<file path="src/rtl/spi_burst_master.sv">
// SPI burst master with a Wishbone register interface and small TX/RX byte FIFOs.
// Bytes queued in TX are shifted MSB first; back-to-back bytes keep CS low.
module spi_burst_master #(
  parameter int unsigned NUM_CS     = 2,
  parameter int unsigned FIFO_DEPTH = 4,
  parameter int unsigned DIV_WIDTH  = 8
) (
  input  logic              wb_clk_i,
  input  logic              wb_rst_i,
  input  logic              wb_cyc_i,
  input  logic              wb_stb_i,
  input  logic              wb_we_i,
  input  logic [2:0]        wb_adr_i,
  input  logic [7:0]        wb_dat_i,
  output logic [7:0]        wb_dat_o,
  output logic              wb_ack_o,
  output logic              inta_o,
  output logic              sck_o,
  output logic              mosi_o,
  input  logic              miso_i,
  output logic [NUM_CS-1:0] ncs_o
);

  localparam int unsigned AW  = $clog2(FIFO_DEPTH);
  localparam int unsigned CsW = (NUM_CS > 1) ? $clog2(NUM_CS) : 1;

  typedef enum logic [2:0] {StIdle, StSetup, StShift, StNext, StEnd} state_e;

  // Register file and bus state
  logic                 ack_q, ack_d;
  logic [7:0]           dat_q, dat_d;
  logic [4:0]           ctrl_q, ctrl_d;
  logic [DIV_WIDTH-1:0] div_q, div_d;
  logic [CsW-1:0]       cssel_q, cssel_d;
  logic                 txovf_q, txovf_d, rxovf_q, rxovf_d, done_q, done_d;
  logic                 inta_q;

  // FSM and shifter state
  state_e               state_q, state_d;
  logic [DIV_WIDTH-1:0] cnt_q, cnt_d;
  logic [3:0]           edge_q, edge_d;
  logic                 phase_q, phase_d;
  logic [7:0]           sh_q, sh_d, rsh_q, rsh_d;
  logic                 mosi_q, mosi_d;
  logic [NUM_CS-1:0]    ncs_q, ncs_d;

  // FIFOs
  logic [7:0]    tx_mem [FIFO_DEPTH];
  logic [7:0]    rx_mem [FIFO_DEPTH];
  logic [AW-1:0] tx_wp_q, tx_rp_q, rx_wp_q, rx_rp_q;
  logic [AW:0]   tx_cnt_q, rx_cnt_q;
  logic          tx_full, tx_empty, rx_full, rx_empty;
  logic          tx_push, tx_pop, rx_push, rx_pop, rx_store, done_set;
  logic [7:0]    tx_head, rx_head, status;

  logic req, wr_req, rd_req, wr_ctrl, wr_status, wr_data, rd_data, wr_div, wr_cssel;
  logic en, cpol, cpha, cs_hold, ie, busy, tick;

  assign en      = ctrl_q[0];
  assign cpol    = ctrl_q[1];
  assign cpha    = ctrl_q[2];
  assign cs_hold = ctrl_q[3];
  assign ie      = ctrl_q[4];
  assign busy    = (state_q != StIdle);
  assign tick    = (cnt_q == div_q);

  // A new access is accepted only while ack is low, giving one wait state and no back-to-back acks
  assign req       = wb_cyc_i & wb_stb_i & ~ack_q;
  assign wr_req    = req & wb_we_i;
  assign rd_req    = req & ~wb_we_i;
  assign wr_ctrl   = wr_req & (wb_adr_i == 3'd0);
  assign wr_status = wr_req & (wb_adr_i == 3'd1);
  assign wr_data   = wr_req & (wb_adr_i == 3'd2);
  assign wr_div    = wr_req & (wb_adr_i == 3'd3);
  assign wr_cssel  = wr_req & (wb_adr_i == 3'd4);
  assign rd_data   = rd_req & (wb_adr_i == 3'd2);

  assign tx_full  = (tx_cnt_q == (AW+1)'(FIFO_DEPTH));
  assign tx_empty = (tx_cnt_q == '0);
  assign rx_full  = (rx_cnt_q == (AW+1)'(FIFO_DEPTH));
  assign rx_empty = (rx_cnt_q == '0);
  assign tx_head  = tx_mem[tx_rp_q];
  assign rx_head  = rx_mem[rx_rp_q];
  assign tx_push  = wr_data & ~tx_full;
  assign rx_push  = rx_store & ~rx_full;
  assign rx_pop   = rd_data & ~rx_empty;

  assign status = {done_q, txovf_q, rxovf_q, rx_empty, rx_full, tx_empty, tx_full, busy};

  assign wb_ack_o = ack_q;
  assign wb_dat_o = dat_q;
  assign inta_o   = inta_q;
  assign sck_o    = cpol ^ phase_q;
  assign mosi_o   = mosi_q;
  assign ncs_o    = ncs_q;

  // Register writes, read mux and sticky status flags
  always_comb begin
    ack_d   = req;
    dat_d   = dat_q;
    ctrl_d  = ctrl_q;
    div_d   = div_q;
    cssel_d = cssel_q;
    if (wr_ctrl) begin
      // Timing-related fields are frozen while a transfer is in flight
      ctrl_d = busy ? {wb_dat_i[4:3], ctrl_q[2:1], wb_dat_i[0]} : wb_dat_i[4:0];
    end
    if (wr_div && !busy)   div_d   = DIV_WIDTH'(wb_dat_i);
    if (wr_cssel && !busy) cssel_d = wb_dat_i[CsW-1:0];
    if (rd_req) begin
      unique case (wb_adr_i)
        3'd0:    dat_d = {3'b000, ctrl_q};
        3'd1:    dat_d = status;
        3'd2:    dat_d = rx_empty ? 8'h00 : rx_head;
        3'd3:    dat_d = 8'(div_q);
        3'd4:    dat_d = 8'(cssel_q);
        default: dat_d = 8'h00;
      endcase
    end
    // Set wins over write-one-to-clear in the same cycle
    txovf_d = (txovf_q & ~(wr_status & wb_dat_i[6])) | (wr_data & tx_full);
    rxovf_d = (rxovf_q & ~(wr_status & wb_dat_i[5])) | (rx_store & rx_full);
    done_d  = (done_q & ~(wr_status & wb_dat_i[7])) | done_set;
  end

  // Bus-side registers, FIFO pointers and interrupt
  always_ff @(posedge wb_clk_i) begin
    if (wb_rst_i) begin
      ack_q    <= 1'b0;
      dat_q    <= 8'h00;
      ctrl_q   <= '0;
      div_q    <= '0;
      cssel_q  <= '0;
      txovf_q  <= 1'b0;
      rxovf_q  <= 1'b0;
      done_q   <= 1'b0;
      inta_q   <= 1'b0;
      tx_wp_q  <= '0;
      tx_rp_q  <= '0;
      tx_cnt_q <= '0;
      rx_wp_q  <= '0;
      rx_rp_q  <= '0;
      rx_cnt_q <= '0;
    end else begin
      ack_q    <= ack_d;
      dat_q    <= dat_d;
      ctrl_q   <= ctrl_d;
      div_q    <= div_d;
      cssel_q  <= cssel_d;
      txovf_q  <= txovf_d;
      rxovf_q  <= rxovf_d;
      done_q   <= done_d;
      inta_q   <= ie & done_q;
      if (tx_push) tx_wp_q <= tx_wp_q + 1'b1;
      if (tx_pop)  tx_rp_q <= tx_rp_q + 1'b1;
      if (rx_push) rx_wp_q <= rx_wp_q + 1'b1;
      if (rx_pop)  rx_rp_q <= rx_rp_q + 1'b1;
      tx_cnt_q <= tx_cnt_q + (AW+1)'(tx_push) - (AW+1)'(tx_pop);
      rx_cnt_q <= rx_cnt_q + (AW+1)'(rx_push) - (AW+1)'(rx_pop);
    end
  end

  // FIFO storage, no reset needed
  always_ff @(posedge wb_clk_i) begin
    if (tx_push) tx_mem[tx_wp_q] <= wb_dat_i;
    if (rx_push) rx_mem[rx_wp_q] <= rsh_q;
  end

  // Transfer FSM: next state, shifter and chip-select control
  always_comb begin
    state_d  = state_q;
    cnt_d    = cnt_q;
    edge_d   = edge_q;
    phase_d  = phase_q;
    sh_d     = sh_q;
    rsh_d    = rsh_q;
    mosi_d   = mosi_q;
    ncs_d    = ncs_q;
    tx_pop   = 1'b0;
    rx_store = 1'b0;
    done_set = 1'b0;
    unique case (state_q)
      StIdle: begin
        phase_d = 1'b0;
        if (!cs_hold) ncs_d = '1;
        if (en && !tx_empty) begin
          tx_pop  = 1'b1;
          sh_d    = tx_head;
          mosi_d  = tx_head[7];
          ncs_d   = ~(NUM_CS'(1) << cssel_q);
          cnt_d   = '0;
          state_d = StSetup;
        end
      end
      StSetup: begin
        if (tick) begin
          cnt_d   = '0;
          edge_d  = 4'd0;
          state_d = StShift;
        end else begin
          cnt_d = cnt_q + 1'b1;
        end
      end
      StShift: begin
        if (tick) begin
          cnt_d   = '0;
          phase_d = ~phase_q;
          edge_d  = edge_q + 4'd1;
          // Even edges are leading; CPHA selects which parity samples
          if (edge_q[0] == cpha) begin
            rsh_d = {rsh_q[6:0], miso_i};
          end else if (cpha) begin
            mosi_d = sh_q[7];
            sh_d   = {sh_q[6:0], 1'b0};
          end else begin
            mosi_d = sh_q[6];
            sh_d   = {sh_q[6:0], 1'b0};
          end
          if (edge_q == 4'd15) state_d = StNext;
        end else begin
          cnt_d = cnt_q + 1'b1;
        end
      end
      StNext: begin
        rx_store = 1'b1;
        cnt_d    = '0;
        if (en && !tx_empty) begin
          tx_pop  = 1'b1;
          sh_d    = tx_head;
          mosi_d  = tx_head[7];
          edge_d  = 4'd0;
          state_d = StShift;
        end else if (cs_hold) begin
          done_set = 1'b1;
          state_d  = StIdle;
        end else begin
          state_d = StEnd;
        end
      end
      StEnd: begin
        if (tick) begin
          ncs_d    = '1;
          done_set = 1'b1;
          state_d  = StIdle;
        end else begin
          cnt_d = cnt_q + 1'b1;
        end
      end
      default: state_d = StIdle;
    endcase
  end

  // FSM state register
  always_ff @(posedge wb_clk_i) begin
    if (wb_rst_i) begin
      state_q <= StIdle;
      cnt_q   <= '0;
      edge_q  <= 4'd0;
      phase_q <= 1'b0;
      sh_q    <= 8'h00;
      rsh_q   <= 8'h00;
      mosi_q  <= 1'b0;
      ncs_q   <= '1;
    end else begin
      state_q <= state_d;
      cnt_q   <= cnt_d;
      edge_q  <= edge_d;
      phase_q <= phase_d;
      sh_q    <= sh_d;
      rsh_q   <= rsh_d;
      mosi_q  <= mosi_d;
      ncs_q   <= ncs_d;
    end
  end

endmodule

</file>
<file path="config.mk">
export PLATFORM = sky130hd
export DESIGN_NAME = spi_burst_master
export DESIGN_NICKNAME = d
export VERILOG_FILES = /design/src/rtl/spi_burst_master.sv
export SDC_FILE = /design/constraint.sdc
export NUM_CORES = 1
export LEC_CHECK = 0
export ABC_CLOCK_PERIOD_IN_PS = 2500
export BUFFER_PORTS_ARGS = -buffer_cell sky130_fd_sc_hd__buf_2
export CAP_MARGIN = 20
export CORE_UTILIZATION = 57
export CTS_BUF_LIST = sky130_fd_sc_hd__clkbuf_4 sky130_fd_sc_hd__clkbuf_8
export CTS_CLUSTER_DIAMETER = 30
export DETAILED_ROUTE_END_ITERATION = 16
export PLACE_DENSITY = 0.8
export REMOVE_ABC_BUFFERS = 1
export SLEW_MARGIN = 20
export SYNTH_ARGS = -nofsm -noshare
export SYNTH_HDL_FRONTEND = slang
export SYNTH_SLANG_ARGS = --single-unit
export TNS_END_PERCENT = 10
</file>
<file path="constraint.sdc">
create_clock -name wb_clk_i -period 2.5 [get_ports wb_clk_i]
set_input_delay 0.375 -clock wb_clk_i [delete_from_list [all_inputs] [get_ports wb_clk_i]]
set_output_delay 0.375 -clock wb_clk_i [all_outputs]
set_load 0.03 [all_outputs]
</file>
==> summary.md, run 1 <==
| Metric | Value |
|---|---|
| F_max | roughly 400 MHz |
| Die Y | around 110 um |
| ANT nets after route | 0 |
| Final net count | ~640 |
| Routed vias | roughly 4600 |
| Maximum VDD drop | 618 uV |
| PD cells | around 640 nW/um^2 |
| Wirelength per Cell | ~19 um |
| Root Driver | clkbuf_8 |
| Global-route wire length before repair | roughly 23000 um |
| Startpoint Class | register |
| Max Cap Viol | 0 |
| Relative slew slack | 0.580 |
| Clk_skew | approximately 0.016 ns |
| Synth area leaders | edfxtp_1, dfxtp_1, mux4_2, mux2i_1, nor2_1 |
| Synth area leader | edfxtp_1 |
| Final-report hold violation count | 0 |
| Post-synth EDFFs | 64 |
| Worst-Skew Late Latency | 0.45 ns |
| Cells after Synth | 557 |
| Seq/Total Area, Yosys | 0.548 |
| Final HPWL DP | between 9000 and 10000 um |
| Number of buffers created by CTS | 17 |
| Most used cell, CP | inv_1 |
| Synth Register Bits | ~140 |
| Arrival time worst endpoint | roughly 2.8 ns |
| DR iter-0 viols | 402 |
| Largest net degree at the start of global routing | 31 |
| Die X | ~110 um |
| Pre-Repair DR Iteration Count | 5 |
| Post-DP Area | between 6000 and 7000 um^2 |
| CTS tree | built |
| Htree depth | 4 |
| RSZ-0062 raised after global routing | yes |
| Synth top area share | 0.299 |
| Asr flop ratio synth | 0 |
| CP Capture Type | register |
| Commonest non-fill, non-tap cell in the layout | dfxtp_1 |
| CP bufs+invs | 3 |
| Clock transition at path regs | around 0.09 ns |
| Crit share post-route | 0.999 |
| DIE AREA | between 10000 and 15000 um^2 |
| Worst path slowest cell | fa_2 |
| Post-route design area | 7300 um^2 |
| Outcome | finished, final reports clean |
| CORE AREA | about 11000 um^2 |
| Gpl congestion | around 0.95 |
| Syn avg cell area | approximately 12 um^2 |
| Worst-path fanout max | 2 |
| Layout cells sized above 1 | 0.209 |
| Final setup violation count | 0 |
| Commonest non-fill, non-tap cells in the layout | dfxtp_1, edfxtp_1, nor2_1 |
| Critical-path cell list | nand4b_1 > nor4b_2 > nor2b_2 > inv_1 > ha_1 > inv_1 > ha_1 > inv_1 > fa_2 > xor2_1 > xnor2_1 > nor2_1 |
| Vias per cell | roughly 6 |
| Leakage power | 0.00273 uW |
| Main synth FF type | dfxtp_1 |
| Yosys cell types | between 60 and 70 |
| Worst slew pin tran | ~0.63 ns |
| Post-Syn Area | 6430 um^2 |
| Vias in the first global route | around 4600 |
| CTS Sinks | 144 |
| Final core utilization | 0.668 |
| Port Buf Inserts | 30 |
| WP data required | 2.81 ns |
| Deepest clock path buffer count | 2 |
| Worst Hold Class | primary input to register |
| Num rows | 38 |
| Num ports | 31 |
| Hold slack | 0.182 ns |
| Initial antenna violation count | 1 |
| Type of the worst setup path | register to register |
| Hold_buf cts | 0 |
| Drt drc | 0 |
| Total number of yosys warnings | 0 |
| GR Overflow Total | 0 |
| Area growth, synth to finish | 13.5% |
| Routed WL | 14200 um |
| CP max stage delay | about 0.33 ns |
| Tmin final | 2.50 ns |
| Final Slew Violations | 0 |
| Critical path's top delay family | simple AND/OR/NAND/NOR gates |
| Initial Util | 0.588 |
| Total GRT Usage | 0.266 |
| Reg2reg setup slack | 0.002 ns |
[cell families (layout without fill, tap and decap cells)]
family | after synthesis | in the layout | share of synthesized area
AO/OA/AOI/OAI | 107 | 107 | 0.108
XOR/XNOR | 22 | 22 | 0.0299
adder cells (fa/ha/maj) | 16 | 16 | 0.0335
buffers and inverters | 54 | 114 | 0.0346
flip-flops | 144 | 144 | 0.548
multiplexers | 54 | 54 | 0.116
other | 0 | 1 | 0
AND/OR/NAND/NOR | 160 | 160 | 0.130
[path summary, 6_finish.rpt]
path,from,end,cells after the start
worst min register to register,sh_q[2],sh_q[2],2
worst max-delay path,wb_ack_o,tx_cnt_q[2],12
worst min-delay path,miso_i,rsh_q[0],3
worst max register to register,wb_ack_o,tx_cnt_q[2],12
[worst min-delay path, cell delays in order]
cell     delay, ns
buf_2         0.09
mux2i_1       0.06
nor2_1        0.07
[registers in the layout, summed over array words and instances (netlist names), 4 cells and up, named ones only]
| signal | count |
|---|---|
| tx_mem | 32 |
| rsh_q | 8 |
| ctrl_q | 5 |
| div_q | 8 |
| edge_q | 4 |
| cnt_q | 8 |
| wb_dat_o | 8 |
| sh_q | 8 |
| rx_mem | 32 |
[area by class of cell]
| type | count | area [um^2] |
|---|---|---|
| repair buffers | 62 | 390 |
| flip-flops and latches | 144 | 3530 |
| clock inverters | 14 | 179 |
| fillers | 780 | 3640 |
| well taps | 140 | 175 |
| multi-input cells | 359 | 2710 |
| inverters | 20 | 75.1 |
| diodes | 1 | 2.50 |
| clock buffers | 18 | 241 |
[power breakdown]
group          total, uW  switching [uW]  internal, uW
Clock               1940             923          1020
Sequential          2480            22.6          2460
Combinational        234             157          76.9
Total               4660            1100          3550
[metrics by stage]
| stage | std cells | setup WS [ns] | total power, uW | setup TNS [ns] |
|---|---|---|---|---|
| 2_1_floorplan | 523 | -0.225 | 2650 | -0.280 |
| 3_3_place_gp | 718 | -0.0931 | 2750 | -0.0931 |
| 3_5_place_dp | 718 | -0.283 | 2760 | -0.365 |
| 4_1_cts | 757 | -0.0133 | 4680 | -0.0133 |
| 5_1_grt | 758 | -0.156 | 4790 | -0.156 |
| 6_report | 758 | 0.00181 | 4660 | 0 |
[routing by layer]
| layer | track usage | part of all wire |
|---|---|---|
| met5 | 0 | 0 |
| met4 | 0.117 | 0.027 |
| met3 | 0.0741 | 0.084 |
| met2 | 0.429 | 0.48 |
| met1 | 0.334 | 0.40 |
[cell usage after synthesis (10+ instances only)]
| cell type | number |
|---|---|
| dfxtp_1 | 80 |
| edfxtp_1 | 64 |
| nor2_1 | 58 |
| mux2i_1 | 34 |
| a21oi_1 | 30 |
| o21ai_0 | 27 |
| inv_1 | 20 |
| nand2_1 | 20 |
| clkbuf_1 | 17 |
| mux4_2 | 16 |
| xnor2_1 | 16 |
| ha_1 | 14 |
| nand3_1 | 11 |
| and2_1 | 10 |
[what timing repair did]
item                                    4_1_cts  5_1_grt
endpoints found under the setup margin        2       11
pin swaps                                     2        2
cloned                                        0        0
buffers inserted                              7        0
resized for setup                             4        4
No activity file was read; power rests on OpenSTA's default activity.
==> run 2, diff against run 1 <==
Settings changed: ABC_CLOCK_PERIOD_IN_PS 2500 to 2880, CORE_UTILIZATION 57 to 60.
Clock period 2.5 ns to 2.88 ns, I/O delays scaled along.
==> run 2 against run 1 <==
Via count shrank 4.5%; critical path depth stayed put; clock-buffer cell count down 1; die area fell by 4.9%; register-to-register slack improved by 0.27 ns; core utilization grew 1.8 points; global-route usage fell by 0.17 points; worst setup slack improved by 0.27 ns; clock power decreased by 19%; power fell by 16%; non-clock buffer count fell by 18; combinational power shrank 18%; critical endpoint unchanged.
==> summary.md, run 2 (synthesis results as in run 1) <==
| Metric | Value |
|---|---|
| Worst-path fanout max | 3 |
| GR Overflow Total | 0 |
| Drt drc | 0 |
| Maximum VDD drop | 458 uV |
| Setup TNS | 0 ns |
| Largest net degree at the start of global routing | 48 |
| Die Y | around 110 um |
| Pre-Repair DR Iteration Count | 5 |
| Critical-path cell list | nand4b_1 > nor4b_1 > nor2b_1 > inv_1 > ha_1 > inv_1 > ha_1 > inv_1 > fa_1 > xor2_1 > xnor2_1 > nor2_1 |
| Type of the worst setup path | register to register |
| Outcome | finished, final reports clean |
| Startpoint Class | register |
| Reg2reg path depth | 12 |
| PD cells | between 500 and 600 nW/um^2 |
| Wire length on met1 | 5810 um |
| CORE AREA | 10400 um^2 |
| Critical path's top delay family | simple AND/OR/NAND/NOR gates |
| Cts repair resizes | 0 |
| Vias in the first global route | 4436 |
| Deepest clock path buffer count | 2 |
| R2r endpoint | tx_cnt_q[2] |
| Die X | about 110 um |
| Highest Signal Layer | met4 |
| Final-report hold violation count | 0 |
| Routed WL | 13500 um |
| Largest regs | rx_mem: 32 flops, tx_mem: 32 flops |
| Initial Util | 0.620 |
| Worst-Skew Late Latency | 0.46 ns |
| Post-CTS Setup Inserts | 0 |
| Commonest non-fill, non-tap cells in the layout | dfxtp_1, edfxtp_1, nor2_1 |
| CP bufs+invs | 3 |
| Critical path launch point | wb_ack_o |
| Htree depth | 4 |
| Root Driver | clkbuf_8 |
| Worst path slowest cell | nor4b_1 |
| Initial antenna violation count | 0 |
| Worst Hold Class | primary input to register |
| Clk_skew | 0.0120 ns |
| Arrival time worst endpoint | roughly 2.9 ns |
| Worst slew pin tran | 0.660 ns |
| Number of cells on the critical path | 12 |
| Critical R2R Launch | wb_ack_o |
| Final Slew Violations | 0 |
| Number of buffers created by CTS | 17 |
| F_max | between 300 and 400 MHz |
| Most used cell, CP | inv_1 |
| Num ports | 31 |
| Inserted Diodes | 0 |
| Final setup violation count | 0 |
| Final core utilization | 0.686 |
| RSZ-0062 raised after global routing | no |
| Num rows | 37 |
| Commonest non-fill, non-tap cell in the layout | dfxtp_1 |
| Clock transition at path regs | ~0.08 ns |
| DIE AREA | 11100 um^2 |
| Area growth, synth to finish | 10.6% |
| Gpl congestion | 0.859 |
| WP data required | ~3.2 ns |
| Hold_buf cts | 0 |
| DR iter-0 viols | 350 |
| Port Buf Inserts | 30 |
| Vias per cell | 6.01 |
| Leakage power | 0.00261 uW |
| Final net count | between 600 and 700 |
| Tmin final | ~2.6 ns |
| CP Capture Type | register |
| CP max stage delay | about 0.37 ns |
| CTS Sinks | 144 |
| Layout cells sized above 1 | 0.170 |
| Relative slew slack | 0.560 |
| Met2 wire len | 6630 um |
| Wirelength per Cell | 18.3 um |
| Reg2reg setup slack | about 0.27 ns |
| Routed vias | 4417 |
| Met3 routed WL | 713 um |
| CTS tree | built |
| Global-route wire length before repair | about 22000 um |
| Crit share post-route | 0.907 |
| ANT nets after route | 0 |
| Total GRT Usage | 0.264 |
| Final HPWL DP | ~9400 um |
| Max Cap Viol | 0 |
| Setup crit end | tx_cnt_q[2] |
## run 2: changes by cell type in the layout (fill, tap and decap cells not counted), sizes merged
| cell | previous run | this run |
|---|---|---|
| buf | 62 | 44 |
| bufinv | 3 | 2 |
| clkbuf | 18 | 17 |
| clkinvlp | 1 | 4 |
| diode | 1 | 0 |
| inv | 26 | 25 |
## run 2: layout make-up
class	instances	area, um^2
sequential	144	3520
multi-input combinational	359	2690
inverter	20	75.1
tap	136	170
clock inverter	15	155
clock buffer	17	234
timing repair buffer	44	268
fill	758	3260
## run 2: per-stage QoR
| stage | std cells | cell area, um^2 | hold WS, ns | total power, uW | setup WS (ns) |
|---|---|---|---|---|---|
| 2_1_floorplan | 523 | 6290 | 0.443 | 2300 | 0.155 |
| 3_3_place_gp | 703 | 6720 | 0.458 | 2380 | 0.229 |
| 3_5_place_dp | 703 | 6720 | 0.472 | 2390 | 0.138 |
| 4_1_cts | 735 | 7110 | 0.190 | 3940 | 0.262 |
| 5_1_grt | 735 | 7110 | 0.205 | 4050 | 0.0654 |
| 6_report | 735 | 7110 | 0.215 | 3920 | 0.267 |
## run 2: power breakdown
part	internal (uW)	leakage [uW]	switching [uW]
sequential	2130	0.00123	21.1
combinational	61.5	0.00120	131
clock	774	0.000185	803
## run 2: metal layers
layer	up-vias	global-route usage
li1	2111	-
met1	2152	0.336
met2	128	0.435
met3	26	0.0600
met4	0	0.114
met5	-	0
## run 2: worst min path at each step
| stage | cells after the start | start | slack (ns) | end |
|---|---|---|---|---|
| 2_1_floorplan | 2 | sh_q[1] | 0.44 | sh_q[1] |
| 3_3_place_gp | 2 | sh_q[7] | 0.46 | sh_q[7] |
| 3_5_place_dp | 2 | txovf_q | 0.47 | txovf_q |
| 4_1_cts | 3 | miso_i | 0.19 | rsh_q[0] |
| 5_1_grt | 3 | miso_i | 0.20 | rsh_q[0] |
| 6_report | 3 | miso_i | 0.22 | rsh_q[0] |
## run 2: tightest hold or removal path, delay by kind of cell
family	cells	cell delay, ns
buffers and inverters	1	0.07
AND/OR/NAND/NOR	1	0.08
multiplexers	1	0.05
==> run 3, diff against run 2 <==
Settings changed: ABC_CLOCK_PERIOD_IN_PS 2880 to 2950, CTS_CLUSTER_DIAMETER 30 to not set.
Clock period 2.88 ns to 2.95 ns, I/O delays scaled along.
==> run 3 against run 2 <==
Clock-buffer cell count stayed put; worst setup slack worse by 0.018 ns; clock skew is 0.0027 ns lower; design area is 0.53% lower; sequential power is 2% lower; combinational power is 3% lower; sequential cell count stayed put; wire length is 0.91% lower; register-to-register slack worse by 0.02 ns.
==> summary.md, run 3 (synthesis results as in run 1) <==
| Metric | Value |
|---|---|
| Largest regs | rx_mem: 32 flops, tx_mem: 32 flops |
| Final std cells w/o fill | between 700 and 800 |
| Critical R2R Launch | wb_ack_o |
| Port Buf Inserts | 30 |
| Max Cap Viol | 0 |
| CTS Sinks | 144 |
| Relative slew slack | 0.554 |
| Tmin final | approximately 2.7 ns |
| Die X | 106 um |
| Commonest non-fill, non-tap cell in the layout | dfxtp_1 |
| Htree depth | 4 |
| DIE AREA | ~11000 um^2 |
| # placed instances | between 700 and 800 |
| Post-DP Area | between 6000 and 7000 um^2 |
| PD cells | around 530 nW/um^2 |
| Hold_buf cts | 0 |
| Pre-Repair DR Iteration Count | 5 |
| Worst Hold Class | primary input to register |
| Worst-path fanout max | 4 |
| Final-report hold violation count | 0 |
| Routed WL | between 10000 and 15000 um |
| CORE AREA | just over 10000 um^2 |
| Leakage power | ~0.0026 uW |
| Total GRT Usage | 0.261 |
| Num rows | 37 |
| ANT nets after route | 0 |
| Initial Util | 0.620 |
| HP Start | miso_i |
| Maximum VDD drop | around 430 uV |
| Cts repair resizes | 0 |
| Initial antenna violation count | 0 |
| Largest net degree at the start of global routing | 42 |
| GR Overflow Total | 0 |
| Routed vias | around 4500 |
| Deepest clock path buffer count | 2 |
| Inserted Diodes | 0 |
| Type of the worst setup path | register to register |
| Final setup violation count | 0 |
| Startpoint Class | register |
| Post-route design area | about 7100 um^2 |
| Arrival time worst endpoint | ~3 ns |
| Worst slew pin tran | approximately 0.67 ns |
| CTS tree | built |
| DR iter-0 viols | between 200 and 300 |
| Clock transition at path regs | 0.09 ns |
| Final core utilization | 0.682 |
| F_max | around 370 MHz |
| Final net count | between 600 and 700 |
| Root Driver | clkbuf_8 |
| Global-route wire length before repair | 22100 um |
| Number of buffers created by CTS | 17 |
| Final Slew Violations | 0 |
| Setup TNS | 0 ns |
| Vias per cell | around 6 |
| Drt drc | 0 |
| Post-CTS Setup Inserts | 0 |
| Crit share post-route | 0.915 |
| Critical path launch point | wb_ack_o |
| Total Power | roughly 3800 uW |
| Area growth, synth to finish | 9.98% |
| Commonest non-fill, non-tap cells in the layout | dfxtp_1, edfxtp_1, nor2_1 |
| Vias in the first global route | 4435 |
| Final HPWL DP | roughly 9400 um |
| Worst-Skew Late Latency | 0.44 ns |
| Outcome | finished, final reports clean |
| Clk_skew | between 0.009 and 0.01 ns |
| Wirelength per Cell | roughly 18 um |
| RSZ-0062 raised after global routing | no |
| Gpl congestion | roughly 0.86 |
| Num ports | 31 |
| CP Capture Type | register |
| Layout cells sized above 1 | 0.171 |
| WP data required | about 3.3 ns |
| Die Y | about 110 um |
run 3: cell count changes in the layout (fill, tap and decap cells not counted), sizes merged:
cell / change
buf: -2
clkinv: -1
bufinv: -2
clkinvlp: -1
inv: +4
run 3: critical path, stage by stage, from the launching register on:
cell	delay, ns
dfxtp_1	0.32
nand4b_1	0.28
nor4b_1	0.45
nor2b_1	0.22
inv_1	0.07
ha_1	0.28
inv_1	0.05
ha_1	0.13
inv_1	0.05
fa_1	0.37
xor2_1	0.17
xnor2_1	0.14
nor2_1	0.05
run 3: per-layer routing:
layer	vias to the layer above	routed length (um)	GRT usage
met2	147	6540	0.429
met3	29	781	0.0643
met5	-	0	0
met4	0	386	0.118
li1	2115	-	-
met1	2163	5630	0.327
run 3: cell type report:
cell class | instances | area [um^2]
sequential | 144 | 3520
clock buffer | 17 | 234
inverter | 20 | 75.1
clock inverter | 15 | 145
timing repair buffer | 42 | 240
fill | 779 | 3290
tap | 136 | 170
multi-input combinational | 359 | 2690
run 3: path summary, 6_finish.rpt:
kind,slack (ns),cells after the start,endpoint
hold reg to reg,0.49,2,txovf_q
setup reg to reg,0.25,12,tx_cnt_q[2]
hold / removal,0.23,3,rsh_q[0]
setup / recovery,0.25,12,tx_cnt_q[2]
run 3: stage by stage:
step / hold slack, ns / setup slack (ns)
final: 0.235 / 0.250
after floorplan: 0.443 / 0.225
after global routing: 0.218 / 0.00535
after global placement: 0.458 / 0.222
after detailed placement: 0.471 / 0.109
after CTS: 0.213 / 0.256
run 3: where the power goes:
part | internal [uW] | leakage (uW) | switching, uW
sequential | 2080 | 0.00123 | 21.8
clock | 625 | 0.000185 | 849
combinational | 58.4 | 0.00119 | 128
